### config.mk
export PLATFORM = sky130hd
export DESIGN_NAME = bus_arbiter
export DESIGN_NICKNAME = d
export VERILOG_FILES = /design/src/rtl/pistorm_pkg.sv /design/src/rtl/bus_arbiter.sv
export SDC_FILE = /design/constraint.sdc
export NUM_CORES = 1
export LEC_CHECK = 0
export CELL_PAD_IN_SITES_DETAIL_PLACEMENT = 1
export CELL_PAD_IN_SITES_GLOBAL_PLACEMENT = 1
export CORE_AREA = 2 2 54 56
export DETAILED_ROUTE_END_ITERATION = 10
export DIE_AREA = 0 0 56 58
export GPL_TIMING_DRIVEN = 0
export PLACE_DENSITY_LB_ADDON = 0.12
export SLEW_MARGIN = 15
export SYNTH_ARGS = -nofsm -noshare
export SYNTH_HDL_FRONTEND = slang
export SYNTH_SLANG_ARGS = --single-unit
### constraint.sdc
create_clock -name sys_clk -period 1.98 [get_ports sys_clk]
set_input_delay 0.297 -clock sys_clk [delete_from_list [all_inputs] [get_ports sys_clk]]
set_output_delay 0.297 -clock sys_clk [all_outputs]
set_load 0.01 [all_outputs]
### src/rtl/pistorm_pkg.sv
// Shared definitions for the PiStorm bus logic: arbiter state encodings,
// status-register field width and the default grant timeout.
package pistorm_pkg;

    localparam int ARB_STATE_W = 3;

    localparam logic [9:0] GRANT_TIMEOUT_DEFAULT = 10'd1000;

    // Encodings are visible to the Pi through arb_state, so they are fixed.
    typedef enum logic [ARB_STATE_W-1:0] {
        ARB_IDLE     = 3'd0,
        ARB_REQ      = 3'd1,
        ARB_WAIT_BUS = 3'd2,
        ARB_OWN      = 3'd3,
        ARB_RELEASE  = 3'd4
    } arb_state_e;

endpackage

### src/rtl/bus_arbiter.sv
// 68000 bus-mastership arbiter: requests the bus with nBR, takes it with nBGACK
// once the current master has finished, and hands it back on request drop.
module bus_arbiter
    import pistorm_pkg::*;
#(
    parameter logic [9:0] GRANT_TIMEOUT = GRANT_TIMEOUT_DEFAULT
) (
    input  logic                   sys_clk,
    input  logic                   sys_reset,
    input  logic                   mc_clk_rising,
    input  logic                   mc_clk_falling,
    input  logic                   req_pi,
    input  logic                   req_hold,
    input  logic                   cycle_busy,
    input  logic                   bg_n,
    input  logic                   as_n,
    input  logic                   dtack_n,
    input  logic                   bgack_n,
    input  logic                   bus_reset_n,
    output logic                   br_drive,
    output logic                   bgack_drive,
    output logic                   grant,
    output logic                   arb_timeout,
    output logic [ARB_STATE_W-1:0] arb_state
);

    arb_state_e state_reg, state_next;
    logic [9:0] count_reg, count_next;
    logic       br_reg, br_next;
    logic       bgack_reg, bgack_next;
    logic       timeout_reg, timeout_next;
    logic       bus_free;

    // The previous master is gone only when AS, DTACK and BGACK are all negated.
    assign bus_free = as_n & dtack_n & bgack_n;

    always_ff @(posedge sys_clk) begin
        if (sys_reset) begin
            state_reg   <= ARB_IDLE;
            count_reg   <= '0;
            br_reg      <= 1'b0;
            bgack_reg   <= 1'b0;
            timeout_reg <= 1'b0;
        end else begin
            state_reg   <= state_next;
            count_reg   <= count_next;
            br_reg      <= br_next;
            bgack_reg   <= bgack_next;
            timeout_reg <= timeout_next;
        end
    end

    always_comb begin
        state_next   = state_reg;
        count_next   = count_reg;
        br_next      = br_reg;
        bgack_next   = bgack_reg;
        timeout_next = 1'b0;

        if (!bus_reset_n) begin
            // A 68000 bus reset drops everything immediately, even mid-cycle.
            state_next = ARB_IDLE;
            count_next = '0;
            br_next    = 1'b0;
            bgack_next = 1'b0;
        end else begin
            case (state_reg)
                ARB_IDLE: begin
                    count_next = '0;
                    if (req_pi) begin
                        br_next    = 1'b1;
                        state_next = ARB_REQ;
                    end
                end
                ARB_REQ: begin
                    if (!req_pi) begin
                        br_next    = 1'b0;
                        state_next = ARB_IDLE;
                    end else if (mc_clk_falling) begin
                        // A grant seen on the final strobe still wins over the timeout.
                        if (!bg_n) begin
                            state_next = ARB_WAIT_BUS;
                        end else if (count_reg == GRANT_TIMEOUT - 10'd1) begin
                            br_next      = 1'b0;
                            timeout_next = 1'b1;
                            state_next   = ARB_IDLE;
                        end else begin
                            count_next = count_reg + 10'd1;
                        end
                    end
                end
                ARB_WAIT_BUS: begin
                    if (mc_clk_falling && bus_free) begin
                        bgack_next = 1'b1;
                        br_next    = 1'b0;
                        state_next = ARB_OWN;
                    end
                end
                ARB_OWN: begin
                    if (!req_pi && !req_hold) begin
                        state_next = ARB_RELEASE;
                    end
                end
                ARB_RELEASE: begin
                    if (!cycle_busy && mc_clk_rising) begin
                        bgack_next = 1'b0;
                        state_next = ARB_IDLE;
                    end
                end
                default: begin
                    state_next = ARB_IDLE;
                    count_next = '0;
                    br_next    = 1'b0;
                    bgack_next = 1'b0;
                end
            endcase
        end
    end

    assign br_drive    = br_reg;
    assign bgack_drive = bgack_reg;
    assign arb_timeout = timeout_reg;
    assign grant       = (state_reg == ARB_OWN);
    assign arb_state   = state_reg;

endmodule

## Word-level counts from Yosys, hierarchy flattened

Index checks and enable logic that the tools add are counted.

- Bits of input ports: 12
- Flip-flop bits (word level): 16
- Word-level logic and storage cells: 74

- Mux-type cells: 25
- Bitwise gates (word level): 10
- Eq/ne operators: 17
- Add/sub/neg operators: 1
- Reductions and logical operators: 16

Operators with widths:

| kind | number |
|---|---|
| two-way mux 10 bit | 4 |
| two-way mux 3 bit | 8 |
| case mux 10 bit (2 select lines) | 1 |
| case mux 3 bit (5 select lines) | 1 |
| inequality test 2 bit, second input constant | 7 |
| AND reduction 6 bit | 2 |
| adder 10 x 1 -> 10 bit, second input constant | 1 |
| == test 10 bit, second input constant | 1 |
| two-way mux 1 bit | 9 |
| inequality test 3 bit, second input constant | 3 |
| inverter 1 bit | 8 |
| == test 3 x 2 -> 1 bit, second input constant | 2 |
| OR reduction 3 bit | 2 |
| OR reduction 6 bit | 1 |
| AND reduction 5 bit | 1 |
| inequality test 4 bit, second input constant | 1 |
| case mux 1 bit (4 select lines) | 1 |
| OR reduction 2 bit | 2 |
| == test 3 x 1 -> 1 bit, second input constant | 1 |
| == test 3 bit, second input constant | 1 |
| logical AND 1 bit | 3 |
| zero test 1 bit | 3 |
| zero test 3 bit | 1 |
| case mux 1 bit (3 select lines) | 1 |
| 3 further kinds | 4 |

## Logic depth before layout (Yosys ltp)

Gate-level depths: netlist of the first run.

- Depth after elaboration: 6
- Depth in mapped cells: 6
- Depth with buffers taken out: 6

## Least setup slack after synthesis of the first run

No wires, ideal clock.

- Path type: register -> register
- Start point: reg count_reg[0]
- End point: reg state_reg[1], in the netlist arb_state[1]
- Data required time: 1.894 ns
- Buffers on the path: 0
- Setup slack: 0.287 ns
- Clock period less this slack: 1.693 ns
- Cell stages (with the launch flop): 6
- Data arrival time: 1.607 ns
- Path through: dfxtp_1 -> ha_1 -> nor4bb_1 -> nand3_1 -> a221o_1 -> a211oi_1

- Cells in the longest elaborated chain, start to end: 3

Ends and longest elaborated chain:

| item | RTL line | text |
|---|---|---|
| start: declaration | bus_arbiter.sv:28 | `logic [9:0] count_reg, count_next;` |
| start signal: assignment | bus_arbiter.sv:46 | `count_reg <= count_next;` |
| == test 10 bit | bus_arbiter.sv:83 | `end else if (count_reg == GRANT_TIMEOUT - 10'd1) begin` |
| inequality test 4 bit (no line) | n/a |  |
| AND reduction 6 bit (no line) | n/a |  |
| end signal: assignment | bus_arbiter.sv:45 | `state_reg <= state_next;` |
| end: declaration | bus_arbiter.sv:27 | `arb_state_e state_reg, state_next;` |

Every way passes these cells.
A chain may end at the register's enable or synchronous reset.

## Worst setup path after layout of the first run

Ends and elaborated chain as after synthesis.

==> impl_metrics.ini, run 1 <==
[critical_path]
cp_max_fo = 5
cp-startpoint = count_reg[0]
endpoint_kind = register
cp.required_ns = 2.21
start_kind = register
worstSetupPathType = reg -> reg
r2r_cells = 5
r2r_start = count_reg[0]
worstPathArrival_ns = 2.04
rr_endpoint = arb_state[1]
r2r_slack_ns = 0.17

[min_path]
hold_depth = 2
hold_end = br_drive
min_path_type = reg -> reg
hold_path_startpoint = br_drive

[sta]
slew-limit-headroom = 0.6901
skew_ns = 0.01389
fin_ws_ns = 0.1708
fmax_mhz = 552.7
rsz0062_at_grt = no
period_minus_slack_ns = 1.809
tns_ns = 0
tightest_slew_ns = 0.4638
slew_viol_final = 0
final_hold_viol_count = 0
min_period_over_period = 0.9137
setup_viol = 0

[route]
wl_um = 2453
vias = 940
drc_errors = 0
drt-initial-drc-count = 5
routed_via_density = 5.595
drtPass1Iterations = 4
wl_per_cell_um = 14.60
antenna_left = 0

[place]
post-place-cells = 164
dpl.hpwl_um = 1932
io_buffers = 18
dp_slack_ns = -0.1208
routabilityCongestion = 0.7649
placed_cell_area_um2 = 1142

[cts]
hold_buffers = 0
root_buffer = clkbuf_4
clk_path_buf_depth = 2
clock_latency_ns = 0.31
cts_resized = 3
htreeDepth = 1
cts_tree = done
cts_num_sinks = 16
cts_made_buffers = 3
postCtsSetupRepairBufs = 0
path_clk_slew_ns = 0.12

[layout]
largest_register_ff_count = 10
fin_area_um2 = 1206
drive_above_1_share = 0.1168
fin_cells = 168
final_cell_mix = clkdlybuf4s50_1 (17), dfxtp_1 (16), nor2_1 (13)
synthToLayoutAreaGrowth_pct = 30.62
num_antenna_cells = 0
layout_commonest_cell = clkdlybuf4s50_1
final_nets = 151

[synthesis]
synthDistinctLibCells = 35
synth_seq_cells = 16
yosys_warnings = 0
synthArstFlopShare = 0
syn-cell-area_um2 = 923.4
synth_edf_count = 0
syn_inst = 115
synth_flop_cell = dfxtp_1
syn_avg_cell_area_um2 = 8.029
syn_nets = 128
seq_area_frac_synth = 0.3469

[pwr]
switching_share = 0.2604
ir_worst_vdd_mv = 0.3064
power_w = 0.0006537
power_density_nw_per_um2 = 541.9
p_sw_w = 0.0001702
leakage_nw = 0.4162
combPwrFrac = 0.135
seqPwrFrac = 0.501
p_int_w = 0.0004834
clkPwrFrac = 0.364

[floorplan]
row_count = 19
die_h_um = 58
coreArea_um2 = 2663
initial_core_util = 0.3468
fp.dieW_um = 56
ioPinCount = 19
die_area_um2 = 3248

[global_route]
grt-ovfl-total = 0
grt_pass1_vias = 977
grtUsageTotal = 0.1766
grt_max_degree = 11
grt_pass1_wl_um = 4409
antenna_found_initial = 0

[run]
maxCapViolations = 0

[outcome]
status = completed
-- power groups by stage --
stage / logic (W) / clock network (W) / registers [W]
finish: 0.0000881 / 0.000238 / 0.000328
global placement: 0.0000872 / 0 / 0.000335
CTS: 0.0000889 / 0.000246 / 0.000328
global route: 0.0000973 / 0.000263 / 0.000329
detailed placement: 0.0000885 / 0 / 0.000335
floorplan: 0.0000449 / 0 / 0.000336
-- how the worst max path moves through the flow --
stage	to
after detailed placement	count_reg[0]
after global routing	arb_state[1]
after floorplan	arb_state[1]
after global placement	count_reg[0]
after CTS	grant
final	arb_state[1]
-- cells in the mapped netlist (2+ instances only) --
cell type,number,share of area
dfxtp_1,16,0.35
and2_1,2,0.014
a21oi_1,8,0.043
nand4_1,3,0.020
o211ai_1,4,0.033
inv_1,3,0.012
and3_1,5,0.034
nand2_1,7,0.028
mux2i_1,2,0.022
nand2b_1,2,0.014
nor2_1,13,0.053
o21ai_0,7,0.038
buf_4,3,0.024
nand3_1,6,0.033
xor2_1,4,0.038
or3_1,5,0.034
a221o_1,2,0.022
nor3_1,4,0.022
o22ai_1,3,0.020
-- kinds of logic (layout without fill, tap and decap cells) --
| logic type | after synthesis | in the layout | share of synthesized area |
|---|---|---|---|
| DFF | 16 | 16 | 0.3469 |
| and+or+nand+nor | 54 | 54 | 0.3103 |
| xor gates and xnor gates | 4 | 4 | 0.03794 |
| buffers and inverters | 8 | 30 | 0.04471 |
| adders and majority gates | 1 | 1 | 0.01355 |
| AOI/OAI and AO/OA | 30 | 30 | 0.2249 |
| muxes | 2 | 2 | 0.02168 |
-- metrics by stage --
step,hold slack (ns),utilization
floorplan,0.4277,-
global placement,0.4528,0.4290
detailed placement,0.4638,0.4290
CTS,0.4801,0.4469
global route,0.4983,0.4530
finish,0.4761,0.4530
-- metal layers --
metal	global-route usage	part of all wire	up-vias
li1	-	-	471
met1	0.2279	0.48	451
met2	0.2706	0.46	14
met3	0.04241	0.036	4
met4	0.1020	0.028	0
met5	0	0	-
-- layout make-up --
| class | count | area (µm²) |
|---|---|---|
| timing repair buffer | 18 | 182.7 |
| multi-input combinational | 91 | 586.8 |
| fill | 345 | 1456 |
| sequential | 16 | 320.3 |
| clock buffer | 4 | 36.28 |
| inverter | 4 | 15.01 |
| tap | 31 | 38.79 |
| buffer | 4 | 26.28 |
-- worst max-delay path, cell delays in order, from the launching register on --
cell and delay [ns]:
dfxtp_1 0.39, ha_1 0.26, nor4bb_4 0.35, nand3_2 0.16, a221o_1 0.35, a211oi_1 0.23
Power figures use the tool's default switching activity.
==> inputs of run 2 (changes only) <==
--- a/config.mk
+++ b/config.mk
@@ -7,9 +7,9 @@
 export LEC_CHECK = 0
 export CELL_PAD_IN_SITES_DETAIL_PLACEMENT = 1
 export CELL_PAD_IN_SITES_GLOBAL_PLACEMENT = 1
-export CORE_AREA = 2 2 54 56
+export CORE_AREA = 2 2 52 54
 export DETAILED_ROUTE_END_ITERATION = 10
-export DIE_AREA = 0 0 56 58
+export DIE_AREA = 0 0 54 56
 export GPL_TIMING_DRIVEN = 0
 export PLACE_DENSITY_LB_ADDON = 0.12
 export SLEW_MARGIN = 15
==> constraint.sdc (replaced) <==
create_clock -name sys_clk -period 2.21 [get_ports sys_clk]
set_input_delay 0.3315 -clock sys_clk [delete_from_list [all_inputs] [get_ports sys_clk]]
set_output_delay 0.3315 -clock sys_clk [all_outputs]
set_load 0.01 [all_outputs]
==> impl_metrics.ini, run 2 (synthesis gave the netlist of run 1 again) <==
[outcome]
status = completed

[pwr]
switching_share = 0.2369
power_density_nw_per_um2 = 481.4
p_sw_w = 0.0001343
ir_worst_vdd_mv = 0.2786
leakage_nw = 0.3990
combPwrFrac = 0.140
clkPwrFrac = 0.343
p_int_w = 0.0004325
seqPwrFrac = 0.518

[cts]
path_clk_slew_ns = 0.10
cts_tree = done
cts_made_buffers = 3
cts_num_sinks = 16
postCtsSetupRepairBufs = 0
hold_buffers = 0
cts_resized = 0
clk_path_buf_depth = 2
htreeDepth = 1
root_buffer = clkbuf_4
clock_latency_ns = 0.28

[critical_path]
worstPathArrival_ns = 1.74
endpoint_kind = output pin
cp.required_ns = 1.88
crit_chain = buf_4 > inv_1 > and3_1 > clkdlybuf4s50_1
cp_max_fo = 8
slowest_delay_ns = 0.55
r2r_slack_ns = 0.24
start_kind = register
cp_slowest_cell = clkdlybuf4s50_1
worstSetupPathType = reg -> out

[floorplan]
ioPinCount = 19
die_area_um2 = 3024
initial_core_util = 0.3796
coreArea_um2 = 2432
fp.dieW_um = 54
die_h_um = 56
row_count = 18

[run]
maxCapViolations = 0

[sta]
skew_ns = 0.003485
slew-limit-headroom = 0.6538
tightest_slew_ns = 0.5182
rsz0062_at_grt = no
min_period_over_period = 0.9357
period_minus_slack_ns = 2.068
fmax_mhz = 483.6
tns_ns = 0
slew_viol_final = 0
setup_viol = 0
final_hold_viol_count = 0
hold_ws_ns = 0.4639

[route]
wl_per_cell_um = 13.81
drt-initial-drc-count = 23
routed_via_density = 5.533
vias = 924
drc_errors = 0
drtPass1Iterations = 4
wl_um = 2306
antenna_left = 0

[global_route]
grtUsageTotal = 0.1766
grt_pass1_vias = 924
grt_max_degree = 11
grt_pass1_wl_um = 3988
antenna_found_initial = 0
grt-ovfl-total = 0

[layout]
layout_commonest_cell = clkdlybuf4s50_1
final_nets = 151
num_antenna_cells = 0
synthToLayoutAreaGrowth_pct = 27.51
fin_cells = 167
fillers = 303
drive_above_1_share = 0.08759
largest_register_ff_count = 10
final_cell_mix = clkdlybuf4s50_1 (18), dfxtp_1 (16), nor2_1 (13)

[place]
post-place-cells = 163
routabilityCongestion = 0.8197
dpl.hpwl_um = 1805
io_buffers = 18

[min_path]
min_path_type = reg -> reg
-- run 2: cell count changes in the layout (fill, tap and decap cells not counted) --
| cell | delta |
|---|---|
| and3_1 | +1 |
| and3_4 | -1 |
| clkdlybuf4s50_1 | +1 |
| dlymetal6s2s_1 | -1 |
| inv_1 | +1 |
| inv_2 | -1 |
| nand3_1 | +1 |
| nand3_2 | -1 |
| nor4bb_1 | +1 |
| nor4bb_4 | -1 |
-- run 2: final cells by class --
class,instances,area [µm²],area share
multi-input cells,91,561.8,0.4772
flip-flops and latches,16,320.3,0.2721
repair buffers,18,180.2,0.1530
well taps,30,37.54,0.03188
clock buffers,4,36.28,0.03082
plain buffers,4,26.28,0.02232
inverters,4,15.01,0.01275
-- run 2: power groups by stage --
| stage | Combinational, W | Clock [W] | Sequential [W] |
|---|---|---|---|
| floorplan | 0.0000403 | 0 | 0.000301 |
| global placement | 0.0000783 | 0 | 0.000300 |
| detailed placement | 0.0000796 | 0 | 0.000300 |
| CTS | 0.0000798 | 0.000204 | 0.000293 |
| global route | 0.0000867 | 0.000218 | 0.000294 |
| finish | 0.0000792 | 0.000194 | 0.000293 |
-- run 2: path summary, 6_finish.rpt --
check / from / cells past startpoint / to
worst max-delay path: arb_state[2] / 4 / grant
worst min-delay path: br_drive / 2 / br_drive
worst max register to register: count_reg[0] / 5 / arb_state[1]
worst min register to register: br_drive / 2 / br_drive
-- run 2: critical path, delay by kind of cell (launching register included) --
kind,cells,cell delay [ns]
buf+inv,3,0.88
flops,1,0.33
simple gates,1,0.24
-- run 2: through the flow --
stage                     worst slack (ns)  instance area [µm²]    util   power, W
after floorplan                     0.5170                923.4       -  0.0003416
after global placement              0.1368                 1141  0.4691  0.0003783
after detailed placement            0.1035                 1141  0.4691  0.0003797
after CTS                           0.1241                 1177  0.4841  0.0005770
after global routing               0.03669                 1177  0.4841  0.0005988
final                               0.1421                 1177  0.4841  0.0005668
-- run 2: routing by layer --
metal	track usage	vias up	wire, µm
met3	0.02688	2	84
li1	-	466	-
met2	0.2944	19	1167
met4	0.07500	0	27
met1	0.2178	437	1026
met5	0	-	0
